## src/rtl/uart_rx_cfg.sv

```systemverilog
// uart_rx_cfg: parametrised oversampling UART receiver.
// Configurable data width, oversampling ratio, parity and stop bits. It resynchronises
// after a framing error by waiting for an idle line. The received word is held in a
// one-entry output register with a valid/ready handshake.
module uart_rx_cfg #(
    parameter int unsigned P_DATA_BITS = 8,
    parameter int unsigned P_OVS       = 16,
    parameter int unsigned P_PARITY    = 0,
    parameter int unsigned P_STOP_BITS = 2,
    parameter int unsigned P_IDLE_TH   = 160
) (
    input  logic                   CLK,
    input  logic                   reset,
    input  logic                   serial_in,
    input  logic                   baud_tick,
    output logic [P_DATA_BITS-1:0] Do,
    output logic                   valid,
    input  logic                   ready,
    output logic                   frame_err,
    output logic                   parity_err,
    output logic                   overrun,
    output logic                   busy
);

    localparam int unsigned CNT_W  = $clog2(P_OVS);
    localparam int unsigned IDLE_W = $clog2(P_IDLE_TH + 1);
    localparam int unsigned BIT_W  = $clog2(P_DATA_BITS);

    typedef enum logic [2:0] {
        ST_SYNC,
        ST_IDLE,
        ST_START,
        ST_DATA,
        ST_PARITY,
        ST_STOP
    } state_t;

    state_t                 state_q;
    logic [CNT_W-1:0]       cnt_q;
    logic [IDLE_W-1:0]      idle_q;
    logic [BIT_W-1:0]       bit_q;
    logic                   stop_q;
    logic [P_DATA_BITS-1:0] shreg_q;
    logic                   par_bad_q;
    logic                   busy_q;

    logic [1:0]             sync_q;
    logic                   line;

    logic [P_DATA_BITS-1:0] do_q;
    logic                   valid_q;
    logic                   frame_err_q;
    logic                   parity_err_q;
    logic                   overrun_q;

    logic                   at_half;
    logic                   at_full;
    logic                   last_stop;
    logic                   exp_par;
    logic                   stop_tick;
    logic                   done_ok;
    logic                   stop_bad;

    // Two-flop synchroniser for the asynchronous serial line; resets to the idle level.
    always_ff @(posedge CLK or posedge reset) begin
        if (reset) begin
            sync_q <= '1;
        end else begin
            sync_q <= {sync_q[0], serial_in};
        end
    end

    assign line = sync_q[1];

    // Sample-point decode and frame completion/error events for the current tick.
    always_comb begin
        at_half   = (cnt_q == CNT_W'(P_OVS / 2 - 1));
        at_full   = (cnt_q == CNT_W'(P_OVS - 1));
        last_stop = (stop_q == 1'(P_STOP_BITS - 1));
        exp_par   = (P_PARITY == 1) ? ~(^shreg_q) : (^shreg_q);
        stop_tick = baud_tick && (state_q == ST_STOP) && at_full;
        done_ok   = stop_tick && line && last_stop;
        stop_bad  = stop_tick && !line;
    end

    // Receive FSM: advances on baud_tick only; busy is registered alongside the state.
    always_ff @(posedge CLK or posedge reset) begin
        if (reset) begin
            state_q   <= ST_SYNC;
            cnt_q     <= '0;
            idle_q    <= '0;
            bit_q     <= '0;
            stop_q    <= 1'b0;
            shreg_q   <= '0;
            par_bad_q <= 1'b0;
            busy_q    <= 1'b0;
        end else if (baud_tick) begin
            case (state_q)
                ST_SYNC: begin
                    if (!line) begin
                        idle_q <= '0;
                    end else if (idle_q == IDLE_W'(P_IDLE_TH - 1)) begin
                        idle_q  <= '0;
                        state_q <= ST_IDLE;
                    end else begin
                        idle_q <= idle_q + IDLE_W'(1);
                    end
                end
                ST_IDLE: begin
                    if (!line) begin
                        state_q <= ST_START;
                        cnt_q   <= '0;
                        busy_q  <= 1'b1;
                    end
                end
                ST_START: begin
                    if (at_half) begin
                        cnt_q <= '0;
                        if (!line) begin
                            state_q   <= ST_DATA;
                            bit_q     <= '0;
                            par_bad_q <= 1'b0;
                        end else begin
                            state_q <= ST_IDLE;
                            busy_q  <= 1'b0;
                        end
                    end else begin
                        cnt_q <= cnt_q + CNT_W'(1);
                    end
                end
                ST_DATA: begin
                    if (at_full) begin
                        cnt_q   <= '0;
                        shreg_q <= {line, shreg_q[P_DATA_BITS-1:1]};
                        if (bit_q == BIT_W'(P_DATA_BITS - 1)) begin
                            stop_q  <= 1'b0;
                            state_q <= (P_PARITY != 0) ? ST_PARITY : ST_STOP;
                        end else begin
                            bit_q <= bit_q + BIT_W'(1);
                        end
                    end else begin
                        cnt_q <= cnt_q + CNT_W'(1);
                    end
                end
                ST_PARITY: begin
                    if (at_full) begin
                        cnt_q     <= '0;
                        par_bad_q <= (line != exp_par);
                        stop_q    <= 1'b0;
                        state_q   <= ST_STOP;
                    end else begin
                        cnt_q <= cnt_q + CNT_W'(1);
                    end
                end
                ST_STOP: begin
                    if (at_full) begin
                        cnt_q <= '0;
                        if (!line) begin
                            state_q <= ST_SYNC;
                            idle_q  <= '0;
                            busy_q  <= 1'b0;
                        end else if (last_stop) begin
                            state_q <= ST_IDLE;
                            busy_q  <= 1'b0;
                        end else begin
                            stop_q <= stop_q + 1'b1;
                        end
                    end else begin
                        cnt_q <= cnt_q + CNT_W'(1);
                    end
                end
                default: begin
                    state_q <= ST_SYNC;
                    cnt_q   <= '0;
                    idle_q  <= '0;
                    busy_q  <= 1'b0;
                end
            endcase
        end
    end

    // Output register and handshake; error strobes are single-cycle pulses.
    always_ff @(posedge CLK or posedge reset) begin
        if (reset) begin
            do_q         <= '0;
            valid_q      <= 1'b0;
            frame_err_q  <= 1'b0;
            parity_err_q <= 1'b0;
            overrun_q    <= 1'b0;
        end else begin
            frame_err_q  <= stop_bad;
            parity_err_q <= 1'b0;
            overrun_q    <= 1'b0;
            if (done_ok) begin
                if (!valid_q || ready) begin
                    do_q         <= shreg_q;
                    valid_q      <= 1'b1;
                    parity_err_q <= par_bad_q;
                end else begin
                    overrun_q <= 1'b1;
                end
            end else if (valid_q && ready) begin
                valid_q <= 1'b0;
            end
        end
    end

    assign Do         = do_q;
    assign valid      = valid_q;
    assign frame_err  = frame_err_q;
    assign parity_err = parity_err_q;
    assign overrun    = overrun_q;
    assign busy       = busy_q;

endmodule

```

## config.mk

```make
export PLATFORM = sky130hd
export DESIGN_NAME = uart_rx_cfg
export DESIGN_NICKNAME = d
export VERILOG_FILES = /design/src/rtl/uart_rx_cfg.sv
export SDC_FILE = /design/constraint.sdc
export NUM_CORES = 1
export LEC_CHECK = 0
export CAP_MARGIN = 0
export CORE_AREA = 3 3 72 74
export CTS_BUF_LIST = sky130_fd_sc_hd__clkbuf_8 sky130_fd_sc_hd__clkbuf_16
export CTS_CLUSTER_SIZE = 8
export DETAILED_ROUTE_END_ITERATION = 10
export DIE_AREA = 0 0 75 77
export PLACE_DENSITY = 0.8
export SLEW_MARGIN = 25
export SYNTH_ARGS = -nofsm -noshare
export SYNTH_HDL_FRONTEND = slang
export SYNTH_SLANG_ARGS = --single-unit
```

## constraint.sdc

```tcl
create_clock -name CLK -period 2 [get_ports CLK]
set_input_delay 0.4 -clock CLK [delete_from_list [all_inputs] [get_ports CLK]]
set_output_delay 0.4 -clock CLK [all_outputs]
set_load 0.02 [all_outputs]
```

==> key figures <==
Run status
  • Status: complete, no violations

Min path
  • Hold Startpoint: sync_q[0]
  • Hold Path Class: flip-flop to flip-flop
  • Hold-critical path depth: 0
  • Worst Hold End: sync_q[1]

Global route
  • Vias in the first global route: roughly 1700
  • Initial antenna violation count: 0
  • First-pass GRT wire length: 7770 microns
  • Global Route Usage Sum: between 10% and 20%
  • Grt ovf: 0
  • Largest net degree at the start of global routing: 44

Die
  • Num rows: 25
  • Die Y-Extent: roughly 77 microns
  • Core Footprint: 0.00466 sq mm
  • Die W: roughly 75 microns
  • Die area: a little under 0.006 sq mm
  • I/O pin cnt: 18
  • Initial Util: 50.8%

Critical path
  • Worst Path Required: around 2.2 ns
  • Crit start category: flip-flop
  • Crit path kind: flip-flop to flip-flop
  • FF-to-FF Start: state_q[2]
  • Crit-path max FO: 9
  • CP Capture Type: flip-flop
  • Critical path data arrival time: between 2 and 2.5 ns
  • Reg2reg end: bit_q[0]
  • R2r worst-path depth: 5
  • R2R Setup Slk: between 0.06 and 0.07 ns

Power and ir drop
  • Sw power: between 0.0009 and 0.001 W
  • Design Power: between 0.002 and 0.003 W
  • Sw Share: between 30% and 40%
  • Seq pwr share: between 30% and 40%
  • Int Pwr: between 0.0015 and 0.002 W
  • Leakage power: between 1 and 1.5 nW
  • Power per cell area: 1010 mW/mm^2
  • Clk pwr share: 23.2%
  • Combinational power share: approximately two fifths
  • VDD IR max: 0.667 mV

Timing
  • Final min period: around 1.9 ns
  • Worst Slack Setup Final: around 0.064 ns
  • Normalized max-slew margin: between 60% and 70%
  • Slew Viols, Final: 0
  • Setup Viol. Count Final: 0
  • FMAX: just over 0.5 GHz
  • Period utilization: between 90% and 100%
  • Slew @ Worst Pin: 0.477 ns
  • Clock Skew: roughly 0.0061 ns
  • Count of final hold-check violations: 0

Yosys
  • Top_reg_cell synth: dfrtp_1
  • Unique cell type count in the Yosys netlist: 61
  • Post-synth EDFFs: 0
  • Most common cell in the synthesized netlist: dfrtp_1
  • Cell area after synthesis: ~0.0024 sq mm
  • Asr flop ratio synth: 100%
  • Syn Inst Count: between 200 and 250
  • Syn avg cell area: ~11 sq um
  • Top cell type by total area after synthesis: dfrtp_1
  • Number of synthesized register bits: 43
  • Yosys warns: 0
  • Largest cells by area after synthesis: dfrtp_1, mux2_1, mux2_2
  • Post-synth net total: around 220
  • Synth top area share: between 40% and 50%
  • Post-synth top cells: dfrtp_1, nand2_1, mux2_1
  • Post-synthesis sequential area ratio: a little under half

Drt
  • Antenna-violating nets left: 0
  • Drt pass-1 iters: 4
  • Initial DRC Count: about 160
  • DR vias: ~1700
  • Post-Route WL: roughly 4400 microns
  • Vias/cell: ~5.7
  • DRC Markers: 0
  • Wire per inst: 14.5 microns

Run
  • MaxCap Viol Count: 0

Clock tree
  • Clock Tree Root: clkbuf_8
  • Htree depth: 2
  • CTS Hold Bufs: 0
  • CTS Buf Count: 5
  • CTS tree: done
  • CTS Buffer Depth: 2
  • Clock slew at reported path FFs: around 0.080 ns
  • # clock sinks: 43
  • Worst skew pair latency: slightly below 0.3 ns

Placement
  • DP Area: 0.00271 sq mm
  • # port buffers: 17
  • Setup slack at placement: -0.249 ns
  • RD Place Congestion: 0.880
  • DP HPWL: ~3100 microns

Final layout
  • Layout cell share with drive strength beyond 1: between 20% and 30%
  • Nets: around 260
  • Layout area overhead: 20.9%
  • Final instance area: approximately 0.0029 sq mm
  • Diode count: 0
-- area by class of cell --
cell class,instances,area [sq um]
clock buffers,5,68.8
clock inverters,3,43.8
fillers,378,1800
inverters,10,37.5
multi-input cells,145,1190
flip-flops and latches,43,1080
well taps,54,67.6
repair buffers,41,375
-- stage by stage --
stage,TNS (ns),utilization [%],cells,hold WS [ns]
global route,-0.00912,61.4,301,0.363
floorplan,0,-,210,0.345
CTS,0,60.6,298,0.359
global placement,-1.64,58.1,290,0.346
detailed placement,-1.86,58.1,290,0.347
finish,0,61.4,301,0.357
-- worst max-delay path by stage --
stage	endpoint	cells after the start	start	slack [ns]
6_report	bit_q[0]	5	state_q[2]	0.06
5_1_grt	Do[4]	6	state_q[0]	-0.009
4_1_cts	bit_q[0]	5	state_q[2]	0.03
3_5_place_dp	Do[4]	6	baud_tick	-0.25
3_3_place_gp	Do[1]	6	baud_tick	-0.21
2_1_floorplan	Do[0]	6	cnt_q[0]	0.06
-- power by group through the flow --
stage | registers [W] | logic, W | clock network [W]
floorplan | 0.00107 | 0.000806 | 0
global placement | 0.00111 | 0.00103 | 0
detailed placement | 0.00112 | 0.00106 | 0
CTS | 0.00110 | 0.00107 | 0.000688
global route | 0.00112 | 0.00123 | 0.000732
finish | 0.00110 | 0.00111 | 0.000669
-- cells by family after synthesis --
logic type | synth area share [%]
and+or+nand+nor | 18.2
muxes | 9.99
adders and majority gates | 2.12
AOI/OAI and AO/OA | 15.7
buffers and inverters | 4.81
xor gates and xnor gates | 3.54
DFF | 45.6
-- timing repair --
item,CTS,global route
setup endpoints to repair,0,14
endpoints found under the hold margin,0,0
setup buffers,0,3
resized for setup,0,4
-- layer usage --
layer	share of wire (%)	vias up	global-route usage, %
li1	-	839	-
met1	47	841	24.7
met2	49	26	25.3
met3	2.9	5	3.93
met4	0.92	0	4.98
met5	0	-	0
-- state kept, by name, indices dropped and copies added, names as in the netlist --
register / cells
Do: 8
shreg_q: 8
par_bad_q: 1
sync_q: 2
last_stop: 1
bit_q: 3
frame_err: 1
cnt_q: 4
idle_q: 8
overrun: 1
state_q: 3
valid: 1
busy: 1
parity_err: 1
-- layout by cell type, fill, tap and decap left out, types with 2 or more instances in the layout --
master,netlist,layout
a22o_1,2,2
mux2_2,8,8
inv_1,10,9
nor3_1,2,2
nor3b_1,3,3
nand3_1,5,5
mux2_1,11,11
or4_1,2,2
dfrtp_1,41,40
buf_4,1,22
o21a_1,2,2
o211a_1,2,2
clkdlybuf4s50_1,0,17
nor2b_1,3,3
o22ai_1,3,3
o211ai_1,4,4
o21ai_0,10,10
and3_1,2,2
o41ai_2,2,2
nand3b_1,3,3
ha_1,4,4
o2bb2ai_2,2,2
nor2_1,9,9
xnor2_1,6,6
nand4_1,2,2
and2_1,3,3
o22ai_2,3,3
buf_12,0,2
nand2_1,12,12
and4_1,2,2
dfstp_2,2,2
nand2b_1,8,8
a31oi_1,2,2
clkbuf_8,0,5
-- critical path, cell delays in order (launching register included) --
cell,delay [ns]
dfrtp_2,0.47
buf_4,0.18
or3b_2,0.52
o21ai_4,0.23
nor3_2,0.09
mux2_1,0.32
Power figures use the tool's default switching activity.
